$ cat config.mk
export PLATFORM = sky130hd
export DESIGN_NAME = sub_result_buffer
export DESIGN_NICKNAME = d
export VERILOG_FILES = /design/src/rtl/alu_pkg.sv /design/src/rtl/sub_result_fifo_mem.sv /design/src/rtl/sub_result_buffer.sv
export SDC_FILE = /design/constraint.sdc
export NUM_CORES = 1
export LEC_CHECK = 0
export CELL_PAD_IN_SITES_DETAIL_PLACEMENT = 1
export CELL_PAD_IN_SITES_GLOBAL_PLACEMENT = 2
export CORE_ASPECT_RATIO = 1.75
export CORE_MARGIN = 2
export CORE_UTILIZATION = 34
export DETAILED_ROUTE_END_ITERATION = 12
export PLACE_DENSITY = 0.76
export REMOVE_ABC_BUFFERS = 1
export SETUP_SLACK_MARGIN = 0.02
export SYNTH_ARGS = -nofsm -noshare
export SYNTH_HDL_FRONTEND = slang
export SYNTH_SLANG_ARGS = --single-unit
$ cat constraint.sdc
create_clock -name clk -period 3.17 [get_ports clk]
set_clock_uncertainty 0.15 [all_clocks]
set_input_delay 0.4755 -clock clk [delete_from_list [all_inputs] [get_ports clk]]
set_output_delay 0.4755 -clock clk [all_outputs]
set_load 0.02 [all_outputs]
$ cat src/rtl/alu_pkg.sv
`default_nettype none
// ============================================================================
// Module   : alu_pkg
// Purpose  : Shared types and constants for the 8-bit subtractor datapath and
//            its downstream result buffer.
// Revision : 1.0 - initial release
// ============================================================================
package alu_pkg;

   // Native subtractor datapath width
   localparam int ALU_WIDTH = 8;

   // Bit positions of each flag within a packed sub_flags_t
   localparam int FLAG_OVF    = 0;
   localparam int FLAG_NEG    = 1;
   localparam int FLAG_ZERO   = 2;
   localparam int FLAG_BORROW = 3;

   // Status flags captured alongside each subtractor result
   typedef struct packed {
      logic borrow;
      logic zero;
      logic neg;
      logic ovf;
   } sub_flags_t;

endpackage : alu_pkg
`default_nettype wire

$ cat src/rtl/sub_result_fifo_mem.sv
`default_nettype none
// ============================================================================
// Module   : sub_result_fifo_mem
// Purpose  : DEPTH x WIDTH register array, one write port and one asynchronous
//            read port, all entries cleared by reset.
// Revision : 1.0 - initial release
// ============================================================================
module sub_result_fifo_mem #(
   parameter int WIDTH = 12,
   parameter int DEPTH = 4,
   parameter int AW    = $clog2(DEPTH)
) (
   input  logic             clk,
   input  logic             rst,
   input  logic             i_we,
   input  logic [AW-1:0]    i_waddr,
   input  logic [WIDTH-1:0] i_wdata,
   input  logic [AW-1:0]    i_raddr,
   output logic [WIDTH-1:0] o_rdata
);

   logic [WIDTH-1:0] r_mem [DEPTH];

   // Storage write; every entry returns to zero on reset
   always_ff @(posedge clk or posedge rst) begin
      if (rst) begin
         for (int i = 0; i < DEPTH; i++) begin
            r_mem[i] <= '0;
         end
      end else if (i_we) begin
         r_mem[i_waddr] <= i_wdata;
      end
   end

   assign o_rdata = r_mem[i_raddr];

endmodule : sub_result_fifo_mem
`default_nettype wire

$ cat src/rtl/sub_result_buffer.sv
`default_nettype none
// ============================================================================
// Module   : sub_result_buffer
// Purpose  : Queues subtractor results {diff, borrow} with flags derived at
//            capture time (zero, neg, signed overflow) in a DEPTH-entry FIFO
//            with valid/ready handshakes on both sides. Head outputs come from
//            a dedicated register so they hold the last-read entry when empty.
// Config   : SUB_STICKY_BORROW_EN - enables the sticky borrow flag; when not
//            defined sticky_borrow is tied low and clr_sticky is ignored.
// Revision : 1.0 - initial release
// ============================================================================
module sub_result_buffer
   import alu_pkg::*;
#(
   parameter int WIDTH = ALU_WIDTH,
   parameter int DEPTH = 4
) (
   input  logic                       clk,
   input  logic                       rst,
   input  logic                       in_valid,
   output logic                       in_ready,
   input  logic [WIDTH-1:0]           in_diff,
   input  logic                       in_borrow,
   input  logic                       in_a_msb,
   input  logic                       in_b_msb,
   output logic                       out_valid,
   input  logic                       out_ready,
   output logic [WIDTH-1:0]           out_diff,
   output logic                       out_borrow,
   output logic                       out_zero,
   output logic                       out_neg,
   output logic                       out_ovf,
   output logic [$clog2(DEPTH+1)-1:0] count,
   input  logic                       clr_sticky,
   output logic                       sticky_borrow
);

   localparam int AW = $clog2(DEPTH);
   localparam int CW = $clog2(DEPTH+1);
   localparam int EW = WIDTH + 4;

   logic [AW-1:0] r_wr_ptr;
   logic [AW-1:0] r_rd_ptr;
   logic [CW-1:0] r_count;
   logic [EW-1:0] r_head;

   logic          w_full;
   logic          w_empty;
   logic          w_push;
   logic          w_pop;
   logic [AW-1:0] w_rd_next;
   logic [CW-1:0] w_count_next;
   logic          w_fwd;
   sub_flags_t    w_flags;
   logic [EW-1:0] w_wdata;
   logic [EW-1:0] w_rdata;

   assign w_full   = (r_count == CW'(DEPTH));
   assign w_empty  = (r_count == '0);
   assign w_push   = in_valid & ~w_full;
   assign w_pop    = out_ready & ~w_empty;

   // Flags are frozen at capture so the consumer never recomputes them
   assign w_flags.borrow = in_borrow;
   assign w_flags.zero   = ~|in_diff;
   assign w_flags.neg    = in_diff[WIDTH-1];
   assign w_flags.ovf    = (in_a_msb ^ in_b_msb) & (in_a_msb ^ in_diff[WIDTH-1]);
   assign w_wdata        = {w_flags, in_diff};

   // Head after this edge: the entry rd_ptr will point to next
   assign w_rd_next    = w_pop ? r_rd_ptr + AW'(1) : r_rd_ptr;
   assign w_count_next = r_count + CW'(w_push) - CW'(w_pop);
   // The next head slot is being written this very edge (buffer drains to one)
   assign w_fwd        = w_push & (r_wr_ptr == w_rd_next);

   sub_result_fifo_mem #(
      .WIDTH (EW),
      .DEPTH (DEPTH),
      .AW    (AW)
   ) u_mem (
      .clk     (clk),
      .rst     (rst),
      .i_we    (w_push),
      .i_waddr (r_wr_ptr),
      .i_wdata (w_wdata),
      .i_raddr (w_rd_next),
      .o_rdata (w_rdata)
   );

   // Pointer and occupancy tracking
   always_ff @(posedge clk or posedge rst) begin
      if (rst) begin
         r_wr_ptr <= '0;
         r_rd_ptr <= '0;
         r_count  <= '0;
      end else begin
         if (w_push) r_wr_ptr <= r_wr_ptr + AW'(1);
         r_rd_ptr <= w_rd_next;
         r_count  <= w_count_next;
      end
   end

   // Registered head; holds the last-read entry while the buffer is empty
   always_ff @(posedge clk or posedge rst) begin
      if (rst) begin
         r_head <= '0;
      end else if (w_count_next != '0) begin
         r_head <= w_fwd ? w_wdata : w_rdata;
      end
   end

   assign in_ready   = ~w_full;
   assign out_valid  = ~w_empty;
   assign count      = r_count;
   assign out_diff   = r_head[WIDTH-1:0];
   assign out_borrow = r_head[WIDTH+FLAG_BORROW];
   assign out_zero   = r_head[WIDTH+FLAG_ZERO];
   assign out_neg    = r_head[WIDTH+FLAG_NEG];
   assign out_ovf    = r_head[WIDTH+FLAG_OVF];

`ifdef SUB_STICKY_BORROW_EN
   logic r_sticky;

   // Sticky borrow: a borrowing push wins over a simultaneous clear
   always_ff @(posedge clk or posedge rst) begin
      if (rst) begin
         r_sticky <= 1'b0;
      end else if (w_push & in_borrow) begin
         r_sticky <= 1'b1;
      end else if (clr_sticky) begin
         r_sticky <= 1'b0;
      end
   end

   assign sticky_borrow = r_sticky;
`else
   logic w_unused_clr;

   assign w_unused_clr  = clr_sticky;
   assign sticky_borrow = 1'b0;
`endif

endmodule : sub_result_buffer
`default_nettype wire

; ---- Yosys cells after proc, flatten, opt, wreduce, memory -nomap -nowiden
; Index checks and enable logic that the tools add are counted.
[totals]
word_cells = 40
reg_bits = 67
[classes]
n_bitwise = 10
addsub = 4
magnitude_cmp = 3
n_eq_ne = 2
mux = 8
reduce_logical = 5
[op_table]
columns = op, count
row1 = $bwmux W48, 1
row2 = $mux W12, 4
row3 = $bmux W12 S2, 1
row4 = $demux W12 S2, 1
row5 = $reduce_or A8 Y1, 1
row6 = $ge A3 B3 Y1 const B, 2
row7 = $not A2 Y3, 2
row8 = $add A2 B1 Y2 const B, 2
row9 = $and A1 B1 Y1, 4
row10 = $add A3 B1 Y3, 1
row11 = $eq A3 B3 Y1 const B, 1
row12 = $logic_not A3 Y1, 1
row13 = $lt A3 B1 Y1 const B, 1
row14 = $reduce_bool A3 Y1, 1
row15 = $sub A3 B1 Y3, 1
row16 = $eq A2 B2 Y1, 1
row17 = $mux W2, 1
row18 = $not A1 Y1, 2
row19 = $xor A1 B1 Y1, 2
row20 = $logic_and A1 B1 Y1, 1
row21 = $logic_not A1 Y1, 1

; ---- Logic depth before layout (Yosys ltp)
; Gate-level depths: netlist of run 1.
[depth]
depth_word = 9
mapped_depth = 15
depth_no_buf = 12

; ---- By module
; From an unflattened synthesis of run 1, not the netlist that was laid out.
[unflattened]
cells_unflattened = 228
area_unflattened_um2 = 3213.1
[by_module_without_submodules]
columns = module, cells_per_inst, instances, area_per_inst_um2
row1 = sub_result_fifo_mem, 119, 1, 2192.1
row2 = sub_result_buffer, 109, 1, 1021.0

; ---- Least setup slack after synthesis of run 1
; No wires, ideal clock.
[synth_path]
path_kind = register to register
start = reg r_count[2], in the netlist count[2]
end = reg r_head[10]
t_required_ns = 2.879
period_less_slack_ns = 3.498
n_path_buf = 4
path_stages_with_launch = 16
slack_ns = -0.328
arrival_time_ns = 3.207
cell_sequence = dfrtp_1 o31ai_4 inv_2 buf_2 buf_4 ha_1 inv_1 ha_1 fa_1 xor2_1 xnor2_1 or3_1 clkbuf_1 clkbuf_1 nor2_1 a31oi_1
[synth_via]
elab_cells_between_ends = 17
classes_between = add/sub (2) / eq/ne (2) / mux (5) / bitwise (6) / reduce/logical (2)
[synth_rtl]
columns = element, line
row1 = start: declaration, sub_result_buffer.sv:44  ; logic [CW-1:0] r_count;
row2 = start signal: assignment, sub_result_buffer.sv:99  ; r_count <= w_count_next;
row3 = $eq A3 B3 Y1, sub_result_buffer.sv:58  ; assign w_full = (r_count == CW'(DEPTH));
row4 = $not A1 Y1, sub_result_buffer.sv:60  ; assign w_push = in_valid & ~w_full;
row5 = $and A1 B1 Y1, sub_result_buffer.sv:60
row6 = $add A3 B1 Y3, sub_result_buffer.sv:72  ; assign w_count_next = r_count + CW'(w_push) - CW'(w_pop);
row7 = $sub A3 B1 Y3 *, sub_result_buffer.sv:72
row8 = net w_count_next[2], sub_result_buffer.sv:52  ; logic [CW-1:0] w_count_next;
row9 = $reduce_bool A3 Y1 *, sub_result_buffer.sv:107  ; end else if (w_count_next != '0) begin
row10 = end signal: assignment, sub_result_buffer.sv:108  ; r_head <= w_fwd ? w_wdata : w_rdata;
row11 = end: declaration, sub_result_buffer.sv:45  ; logic [EW-1:0] r_head;
; Mark *: on every way through the listed nets, which the timed path passes. The rest lies on a longest branch. The select of a mux whose other input is x is not followed.
; A chain may end at the register's enable or synchronous reset.

; ---- Worst setup path in the final report of run 1
[layout_path]
start = in in_valid
end = reg r_head[8]
[layout_via]
elab_chain_len = 4
elab_cells_between_ends = 6
classes_between = add/sub (2) / mux (1) / bitwise (2) / reduce/logical (1)
[layout_lines]
columns = element, line
row1 = start: declaration, sub_result_buffer.sv:20  ; input logic in_valid,
row2 = $and A1 B1 Y1, sub_result_buffer.sv:60
row3 = $add A3 B1 Y3, sub_result_buffer.sv:72
row4 = $sub A3 B1 Y3, sub_result_buffer.sv:72
row5 = net w_count_next[2], sub_result_buffer.sv:52
row6 = $reduce_bool A3 Y1, sub_result_buffer.sv:107
; The timed path passes the listed nets, and every way through them passes these cells.

==> results.py, run 1 <==
metrics = {
    "clocking": {
        "htree_levels": 3,
        "root_buffer": "clkbuf_16",
        "cts_tree": "done",
        "clock_sinks": 62,
        "path_clk_slew_ns": 0.06,
        "max-clock-path-buffers": 2,
        "cts_setup_buffers": 0,
        "cts_buffers": 9,
        "clkLatencyLatePin_ns": 0.33,
    },
    "synth": {
        "synthArstFlopShare_pct": 100.0,
        "ys.flop_type": "dfrtp_1",
        "syn_avg_cell_area_sq_um": 11.08,
        "yosys_warnings": 0,
        "ys_ff_latch": 62,
        "synth_xor_xnor_area_share_pct": 3.172,
        "netlist_area_sq_um": 3234,
        "synthMuxAreaShare_pct": 15.86,
        "yosys.area_share.simple_pct": 13.46,
        "synth_edf_count": 0,
        "synth_top_family_by_area": "multiplexers",
        "yosys.area_share.adder_pct": 2.940,
        "ys_seq_area_share_pct": 47.97,
        "synth_cell_types": 46,
        "synth_compound_area_share_pct": 12.57,
        "netlist_instances": 292,
    },
    "die": {
        "std_cell_rows": 47,
        "dieArea_sq_um": 10340,
        "dieHeight_um": 133.0,
        "die_w_um": 77.73,
        "io_pins": 34,
        "core_region_area_sq_um": 9350,
        "start_util_pct": 34.59,
    },
    "worst_setup_path": {
        "path_class": "in -> reg",
        "end_kind": "flip-flop",
        "worstPathMaxFanout": 23,
        "required_ns": 3.24,
        "arrival_ns": 3.04,
        "worst_setup_path_start_kind": "input port",
    },
    "drt": {
        "first_pass_iters": 4,
        "vias": 2480,
        "routedWlPerCell_um": 19.64,
        "antenna_left": 0,
        "wirelength_um": 8898,
        "drtIter0Drc": 180,
        "route.detailed.drc": 0,
        "vias_per_cell": 5.475,
    },
    "global_routing": {
        "first_global_vias": 2713,
        "grtUsageTotal_pct": 19.01,
        "grt_overflow_total": 0,
        "grt_max_degree": 36,
        "grt_pass1_wl_um": 14810,
        "antenna_found_initial": 0,
    },
    "cells_and_area": {
        "final_cell_mix": "60 x dfrtp_1, 41 x mux2_2, 31 x clkdlybuf4s50_1, 23 x nand2_1, 21 x nor3_1",
        "n_antenna_cell": 0,
        "area_growth_pct": 25.49,
        "final_area_sq_um": 4059,
        "drive_gt1_share_pct": 24.17,
        "final_common_cell": "dfrtp_1",
        "nNetsFinal": 349,
    },
    "place": {
        "dpl.hpwl_um": 5943,
        "numPortBuffers": 31,
        "gp_congestion": 0.7942,
        "dpl_cell_area_sq_um": 3716,
    },
    "pwr": {
        "ir_worst_vdd_mv": 0.6237,
        "power_density_nw_per_um2": 1242,
        "cellLeakagePower_nw": 1.680,
    },
    "sta": {
        "report.final.slew_viol_count": 0,
        "period_share_pct": 93.53,
        "finalSetupViolations": 0,
        "layout_min_cycle_time_ns": 2.965,
        "hold_viol": 0,
        "rsz0062_at_grt": "false",
        "hold_ws_ns": 0.3367,
        "slew_headroom_pct": 46.22,
        "worstMarginPinSlew_ns": 0.8055,
        "fmax_mhz": 337.3,
    },
    "run_status": {
        "status": "finished, final reports clean",
    },
    "flow_run": {
        "cap_viol_max_count": 0,
    },
    "hold_path": {
        "hp-class": "reg -> reg",
    },
}
## power breakdown
group / switching, mW / leakage [nW] / total (mW) / internal [mW]
combinational: 1.25 / 0.768 / 2.42 / 1.17
clock: 0.349 / 0.166 / 1.10 / 0.751
sequential: 0.316 / 0.746 / 1.52 / 1.21
total: 1.92 / 1.68 / 5.04 / 3.12
## critical path, cell delays in order
cell and delay (ns):
clkdlybuf4s50_1 0.45, a21boi_2 0.16, inv_1 0.05, ha_1 0.27, inv_1 0.04, ha_1 0.18
fa_1 0.38, xor2_1 0.16, xnor2_1 0.15, or3_4 0.35, buf_12 0.17, o211a_1 0.21
## final timing paths
| check | startpoint | to | slack (ns) | depth (start not counted) |
|---|---|---|---|---|
| max | in_valid | r_head[8] | 0.21 | 12 |
| min | u_mem.r_mem[8] | u_mem.r_mem[8] | 0.34 | 2 |
| max reg2reg | count[2] | r_head[8] | 0.21 | 11 |
| min reg2reg | u_mem.r_mem[8] | u_mem.r_mem[8] | 0.34 | 2 |
| max in group asynchronous | rst | r_head[11] | 1.75 | 3 |
| min in group asynchronous | rst | r_head[9] | 0.48 | 2 |
## cells in the mapped netlist (2+ instances only)
library cell | count | area share, %
nor3_1 | 21 | 3.2
inv_1 | 8 | 0.93
ha_1 | 6 | 2.3
o22ai_1 | 4 | 0.77
mux2i_1 | 4 | 1.2
or3_1 | 4 | 0.77
o2bb2ai_1 | 4 | 1.1
nand2b_1 | 2 | 0.39
o22a_1 | 4 | 1.1
xor2_1 | 3 | 0.81
a211oi_1 | 7 | 1.6
nor2_1 | 15 | 1.7
clkbuf_1 | 10 | 1.2
nand3_1 | 5 | 0.77
a21oi_1 | 2 | 0.31
nor3b_1 | 3 | 0.70
or4_1 | 6 | 1.4
nand2_1 | 23 | 2.7
o32ai_1 | 4 | 1.1
nor4_1 | 3 | 0.58
o2111ai_1 | 2 | 0.54
o21ai_0 | 5 | 0.77
o221ai_1 | 2 | 0.54
o32a_1 | 3 | 0.93
mux2_2 | 41 | 14
buf_2 | 5 | 0.77
xnor2_1 | 3 | 0.81
buf_4 | 3 | 0.70
or2_2 | 3 | 0.58
dfrtp_1 | 62 | 48
a31oi_1 | 10 | 1.9
## cells by family after synthesis
family,count (synthesis)
other,1
multiplexers,46
flip-flops,62
adder cells (fa/ha/maj),7
XOR/XNOR,8
AO/OA/AOI/OAI,52
buffers and inverters,29
AND/OR/NAND/NOR,87
## stage by stage
| step | worst slack (ns) | instances | total power, mW | TNS [ns] | util (%) |
|---|---|---|---|---|---|
| finish | 0.2051 | 453 | 5.041 | 0 | 43.41 |
| global route | 0.02745 | 453 | 5.401 | 0 | 43.41 |
| CTS | 0.08705 | 453 | 5.084 | 0 | 43.33 |
| detailed placement | -0.2014 | 437 | 3.958 | -1.592 | 39.74 |
| global placement | -0.1389 | 437 | 3.845 | -0.9752 | 39.74 |
| floorplan | -0.6349 | 273 | 3.039 | -6.468 | - |
## registers in the layout (all words and copies together), names as in the netlist
signal / flops
count: 3
r_head: 11
r_rd_ptr: 2
r_wr_ptr: 2
u_mem.r_mem: 44
## metal layers
layer  part of all wire [%]  global-route usage, %  vias to the layer above
li1                       -                      -                     1149
met1                     42                  22.85                     1288
met2                     55                  33.67                       33
met3                    1.9                  2.933                       10
met4                    1.7                  7.143                        0
met5                      0                      0                        -
## final cells by class
cell class | instances | area [sq um]
Fill cell | 1005 | 5291
Multi-Input combinational cell | 201 | 1562
Sequential cell | 62 | 1554
Timing Repair Buffer | 42 | 417.9
Clock buffer | 13 | 270.3
Tap cell | 122 | 152.6
Clock inverter | 3 | 65.06
Inverter | 10 | 37.54
## what timing repair did
item	in CTS	in global routing
endpoints found under the setup margin	0	11
gates resized for setup	0	3
hold buffers	0	0
Power figures use the tool's default switching activity.
==> inputs of run 2 (changes only) <==
--- a/config.mk
+++ b/config.mk
@@ -12,7 +12,6 @@
 export CORE_UTILIZATION = 34
 export DETAILED_ROUTE_END_ITERATION = 12
 export PLACE_DENSITY = 0.76
-export REMOVE_ABC_BUFFERS = 1
 export SETUP_SLACK_MARGIN = 0.02
 export SYNTH_ARGS = -nofsm -noshare
 export SYNTH_HDL_FRONTEND = slang
==> run 2 against run 1 <==
Register-to-register slack better by 0.02 ns. Cell count unchanged. Clock-buffer cell count unchanged. Worst hold slack worse by 0.032 ns. Fmax up 0.25%. Worst setup slack better by 0.0073 ns. Sequential share of layout area up 0.47 points. Flip-flop and latch count unchanged. Highest routed layer unchanged. First-iteration DRC count down 62%. Non-clock buffer count unchanged. Global-route usage down 0.27 points. Largest cell class unchanged.
==> results.py, run 2 (synthesis gave the netlist of run 1 again) <==
metrics = {
    "die": {
        "core_region_area_sq_um": 9350,
        "std_cell_rows": 47,
        "start_util_pct": 34.59,
        "io_pins": 34,
        "dieArea_sq_um": 10340,
        "die_w_um": 77.73,
        "dieHeight_um": 133.0,
    },
    "worst_setup_path": {
        "path_class": "in -> reg",
        "required_ns": 3.23,
        "worstReg2RegEnd": "r_head[5]",
        "path_depth": 13,
        "crit-reg2reg-launch": "count[0]",
        "crit_buf_inv": 4,
        "crit_family": "buffers and inverters",
        "cp_slowest_cell": "clkdlybuf4s50_1",
        "crit_chain": "clkdlybuf4s50_1, a21boi_2, inv_1, ha_4, inv_2, ha_2, fa_2, xor2_1, xnor2_1, or3_1, buf_12, nor2_1, a31oi_1",
        "critPathCapture": "r_head[5]",
        "arrival_ns": 3.02,
        "worstPathMaxFanout": 20,
        "end_kind": "flip-flop",
        "worst_setup_path_start_kind": "input port",
        "max_stage_delay_ns": 0.45,
        "setup.worst_path.start": "in_valid",
        "r2r_cells": 12,
        "r2r_slack_ns": 0.23,
    },
    "drt": {
        "routedWlPerCell_um": 19.59,
        "first_pass_iters": 4,
        "vias_per_cell": 5.453,
        "route.detailed.drc": 0,
        "wirelength_um": 8873,
        "drtIter0Drc": 69,
        "antenna_left": 0,
        "vias": 2470,
    },
    "clocking": {
        "cts_hold_buf": 0,
        "htree_levels": 3,
        "max-clock-path-buffers": 2,
        "clock_sinks": 62,
        "cts_tree": "done",
        "clkLatencyLatePin_ns": 0.34,
        "cts_setup_buffers": 0,
        "path_clk_slew_ns": 0.05,
        "root_buffer": "clkbuf_16",
        "cts_buffers": 9,
        "cts_resized": 0,
    },
    "cells_and_area": {
        "area_growth_pct": 24.06,
        "fillCellCount": 1014,
        "fin_util_pct": 42.91,
        "regArea_sq_um": 1555,
        "nNetsFinal": 349,
        "largest-register": "u_mem.r_mem",
        "drive_gt1_share_pct": 25.38,
        "final_common_cell": "dfrtp_1",
        "multiInputGateArea_sq_um": 1574,
        "largest_reg_flops": 44,
        "final_cell_mix": "59 x dfrtp_1, 41 x mux2_2, 31 x clkdlybuf4s50_1, 23 x nand2_1, 21 x nor3_1",
        "n_antenna_cell": 0,
    },
    "global_routing": {
        "grt_max_degree": 27,
        "grt_overflow_total": 0,
        "grtUsageTotal_pct": 18.74,
        "antenna_found_initial": 0,
        "first_global_vias": 2733,
        "grt_pass1_wl_um": 14480,
    },
    "hold_path": {
        "hp-class": "in -> async",
    },
    "sta": {
        "setup_tns_ns": 0,
        "finalSetupViolations": 0,
        "period_share_pct": 93.30,
        "fmax_mhz": 338.1,
        "hold_ws_ns": 0.3049,
        "report.final.slew_viol_count": 0,
        "slew_headroom_pct": 53.34,
        "hold_viol": 0,
        "rsz0062_at_grt": "false",
        "layout_min_cycle_time_ns": 2.958,
        "worstMarginPinSlew_ns": 0.6982,
    },
    "pwr": {
        "power_density_nw_per_um2": 1212,
        "cellLeakagePower_nw": 1.644,
        "finalPower_mw": 4.864,
        "ir_worst_vdd_mv": 0.5886,
    },
    "place": {
        "numPortBuffers": 31,
        "dpl.hpwl_um": 6033,
        "gp_congestion": 0.7815,
    },
    "synth": {
        "syn_nets": 315,
    },
    "flow_run": {
        "cap_viol_max_count": 0,
    },
    "run_status": {
        "status": "finished, final reports clean",
    },
}
run 2: through the flow:
stage | cell area, sq um | setup slack (ns) | instances
6_report | 4013 | 0.2124 | 453
2_1_floorplan | 3281 | -0.04441 | 292
3_3_place_gp | 3725 | -0.09982 | 437
4_1_cts | 4013 | 0.2196 | 453
5_1_grt | 4013 | 0.07449 | 453
3_5_place_dp | 3725 | -0.1432 | 437
run 2: final cells by class:
type                    instances  area share [%]
repair buffers                 42           10.10
inverters                      10          0.9355
flip-flops and latches         62           38.76
clock buffers                  13           6.735
well taps                     122           3.804
multi-input cells             201           39.23
clock inverters                 3          0.4365
run 2: power breakdown:
part / leakage (nW) / internal (mW) / switching (mW)
Combinational: 0.757 / 1.16 / 1.23
Sequential: 0.745 / 1.21 / 0.327
Clock: 0.142 / 0.590 / 0.353
Total: 1.64 / 2.95 / 1.91
run 2: worst register-to-register path, stage by stage (launching register included):
cell	delay, ns
dfrtp_2	0.45
o31ai_4	0.28
inv_2	0.08
ha_4	0.27
inv_2	0.03
ha_2	0.16
fa_2	0.33
xor2_1	0.15
xnor2_1	0.14
or3_1	0.41
buf_12	0.20
nor2_1	0.12
a31oi_1	0.05
run 2: routing by layer:
layer | vias up | share of wire [%] | wire length, um | track usage [%]
met2 | 42 | 54 | 4829 | 34.34
met1 | 1272 | 41 | 3611 | 20.60
met4 | 0 | 1.9 | 169 | 7.440
li1 | 1144 | - | - | -
met3 | 12 | 3.0 | 262 | 3.956
met5 | - | 0 | 0 | 0
run 2: worst min-delay path by stage:
stage	startpoint	end	slack, ns	cells after the start
2_1_floorplan	u_mem.r_mem[8]	u_mem.r_mem[8]	0.30	2
3_5_place_dp	u_mem.r_mem[8]	u_mem.r_mem[8]	0.34	2
4_1_cts	rst	r_head[1]	0.31	2
5_1_grt	rst	u_mem.r_mem[25]	0.35	2
6_report	rst	r_head[1]	0.30	2
3_3_place_gp	u_mem.r_mem[8]	u_mem.r_mem[8]	0.32	2
==> inputs of run 3 (changes only) <==
--- a/config.mk
+++ b/config.mk
@@ -8,9 +8,10 @@
 export CELL_PAD_IN_SITES_DETAIL_PLACEMENT = 1
 export CELL_PAD_IN_SITES_GLOBAL_PLACEMENT = 2
 export CORE_ASPECT_RATIO = 1.75
-export CORE_MARGIN = 2
+export CORE_MARGIN = 10
 export CORE_UTILIZATION = 34
 export DETAILED_ROUTE_END_ITERATION = 12
+export MAX_ROUTING_LAYER = met4
 export PLACE_DENSITY = 0.76
 export SETUP_SLACK_MARGIN = 0.02
 export SYNTH_ARGS = -nofsm -noshare
==> run 3 against run 2 <==
Sequential power about the same. Power decreased by 0.42%. Die area increased by 35%. Highest routed layer unchanged. Design area down 0.28%. Critical path type unchanged. Worst setup slack improved by 0.0037 ns. Fmax rose by 0.13%.
==> results.py, run 3 (synthesis gave the netlist of run 1 again) <==
metrics = {
    "run_status": {
        "status": "finished, final reports clean",
    },
    "die": {
        "core_region_area_sq_um": 9409,
        "io_pins": 34,
        "start_util_pct": 34.38,
        "std_cell_rows": 47,
        "dieHeight_um": 149.0,
        "die_w_um": 93.73,
        "dieArea_sq_um": 13970,
    },
    "pwr": {
        "p_switching_mw": 1.898,
        "pwr-share-seq_pct": 31.8,
        "power_density_nw_per_um2": 1211,
        "cellLeakagePower_nw": 1.636,
        "finalPower_mw": 4.844,
        "comb_power_share_pct": 49.2,
        "sw_frac_of_total_pct": 39.19,
        "p_int_mw": 2.946,
        "clockPowerShare_pct": 18.9,
        "ir_worst_vdd_mv": 0.5761,
    },
    "cells_and_area": {
        "nNetsFinal": 347,
        "final_cell_mix": "59 x dfrtp_1, 41 x mux2_2, 31 x clkdlybuf4s50_1, 23 x nand2_1, 21 x nor3_1",
        "largest_reg_flops": 44,
        "area_growth_pct": 23.71,
        "final_cells": 450,
        "largest-register": "u_mem.r_mem",
        "final_common_cell": "dfrtp_1",
        "n_antenna_cell": 0,
        "fin_util_pct": 42.53,
        "drive_gt1_share_pct": 24.39,
    },
    "sta": {
        "fmax_mhz": 338.5,
        "report.final.slew_viol_count": 0,
        "timing.final.ws_setup_ns": 0.2161,
        "rsz0062_at_grt": "false",
        "period_share_pct": 93.18,
        "slew_headroom_pct": 49.75,
        "worstMarginPinSlew_ns": 0.7520,
        "layout_min_cycle_time_ns": 2.954,
        "hold_viol": 0,
        "finalSetupViolations": 0,
        "setup_tns_ns": 0,
    },
    "clocking": {
        "cts_tree": "done",
        "clock_sinks": 62,
        "cts_buffers": 9,
        "max-clock-path-buffers": 2,
        "htree_levels": 3,
        "clkLatencyLatePin_ns": 0.33,
        "root_buffer": "clkbuf_16",
        "cts_resized": 0,
        "cts_hold_buf": 0,
        "cts_setup_buffers": 0,
        "path_clk_slew_ns": 0.05,
    },
    "worst_setup_path": {
        "end_kind": "flip-flop",
        "arrival_ns": 3.01,
        "worstPathMaxFanout": 20,
        "crit_chain": "clkdlybuf4s50_1, a21boi_2, inv_1, ha_4, inv_2, ha_2, fa_2, xor2_1, xnor2_1, or3_1, buf_12, nor2_1, a31oi_1",
        "required_ns": 3.23,
        "path_class": "in -> reg",
        "worst_setup_path_start_kind": "input port",
        "r2r_cells": 12,
        "max_stage_delay_ns": 0.44,
        "cp_slowest_cell": "clkdlybuf4s50_1",
    },
    "global_routing": {
        "grt_pass1_wl_um": 14870,
        "antenna_found_initial": 0,
        "grt_overflow_total": 0,
        "first_global_vias": 2727,
        "grtUsageTotal_pct": 14.18,
        "grt_max_degree": 44,
    },
    "drt": {
        "antenna_left": 0,
        "route.detailed.drc": 0,
        "routedWlPerCell_um": 20.28,
        "vias_per_cell": 5.449,
        "first_pass_iters": 4,
        "wirelength_um": 9124,
        "drtIter0Drc": 100,
        "vias": 2452,
    },
    "hold_path": {
        "hp-class": "in -> async",
    },
    "place": {
        "dpl.hpwl_um": 6117,
        "numPortBuffers": 31,
        "dp_cells": 435,
        "gp_congestion": 0.7888,
        "dp_slack_ns": -0.1273,
    },
    "synth": {
        "syn_nets": 315,
    },
    "flow_run": {
        "cap_viol_max_count": 0,
    },
}
[run 3: cell count changes in the layout (fill, tap and decap cells not counted)]
cell        previous run  this run
buf_4                 10         7
buf_12                 1         2
clkbuf_1               1         2
clkinv_2               2         1
clkinvlp_4             1         0
[run 3: per-stage QoR]
stage | hold slack (ns) | instance area (sq um)
after floorplan | 0.3003 | 3281
after global placement | 0.3173 | 3722
after detailed placement | 0.3284 | 3722
after CTS | 0.3467 | 4001
after global routing | 0.3762 | 4001
final | 0.3351 | 4001
[run 3: worst paths after layout]
path | slack [ns] | to | start
worst max-delay path | 0.22 | r_head[11] | in_valid
worst min-delay path | 0.34 | u_mem.r_mem[37] | rst
worst max register to register | 0.22 | r_head[11] | count[0]
worst min register to register | 0.35 | u_mem.r_mem[8] | u_mem.r_mem[8]
max in group asynchronous | 1.92 | count[2] | rst
min in group clk | 0.35 | u_mem.r_mem[8] | u_mem.r_mem[8]
[run 3: layout make-up]
cell class,count,area [sq um]
clock buffer,14,274.0
clock inverter,1,5.005
fill,1053,5408
inverter,10,37.54
multi-input combinational,201,1574
sequential,62,1555
tap,122,152.6
timing repair buffer,40,402.9
[run 3: routing by layer]
layer  routed length [um]  track usage, %  vias to the layer above  part of all wire, %
met5                    0               -                        -                    0
met4                  170           5.725                        0                  1.9
li1                     -               -                     1148                    -
met3                  272           3.075                       14                  3.0
met1                 3684           14.91                     1242                   40
met2                 4997           24.86                       48                   55
[run 3: power groups by stage]
| stage | registers (mW) | clock network (mW) | logic (mW) |
|---|---|---|---|
| after detailed placement | 1.55 | 0 | 2.41 |
| after global placement | 1.53 | 0 | 2.33 |
| after global routing | 1.60 | 0.976 | 2.63 |
| final | 1.54 | 0.918 | 2.38 |
| after CTS | 1.54 | 0.936 | 2.43 |
| after floorplan | 1.55 | 0 | 1.63 |
[run 3: worst max-delay path: cells and delay by family]
| kind | cells | cell delay [ns] |
|---|---|---|
| compound gates | 2 | 0.21 |
| xor+xnor | 2 | 0.29 |
| fa+ha+maj | 3 | 0.75 |
| buf+inv | 4 | 0.75 |
| simple gates | 2 | 0.53 |
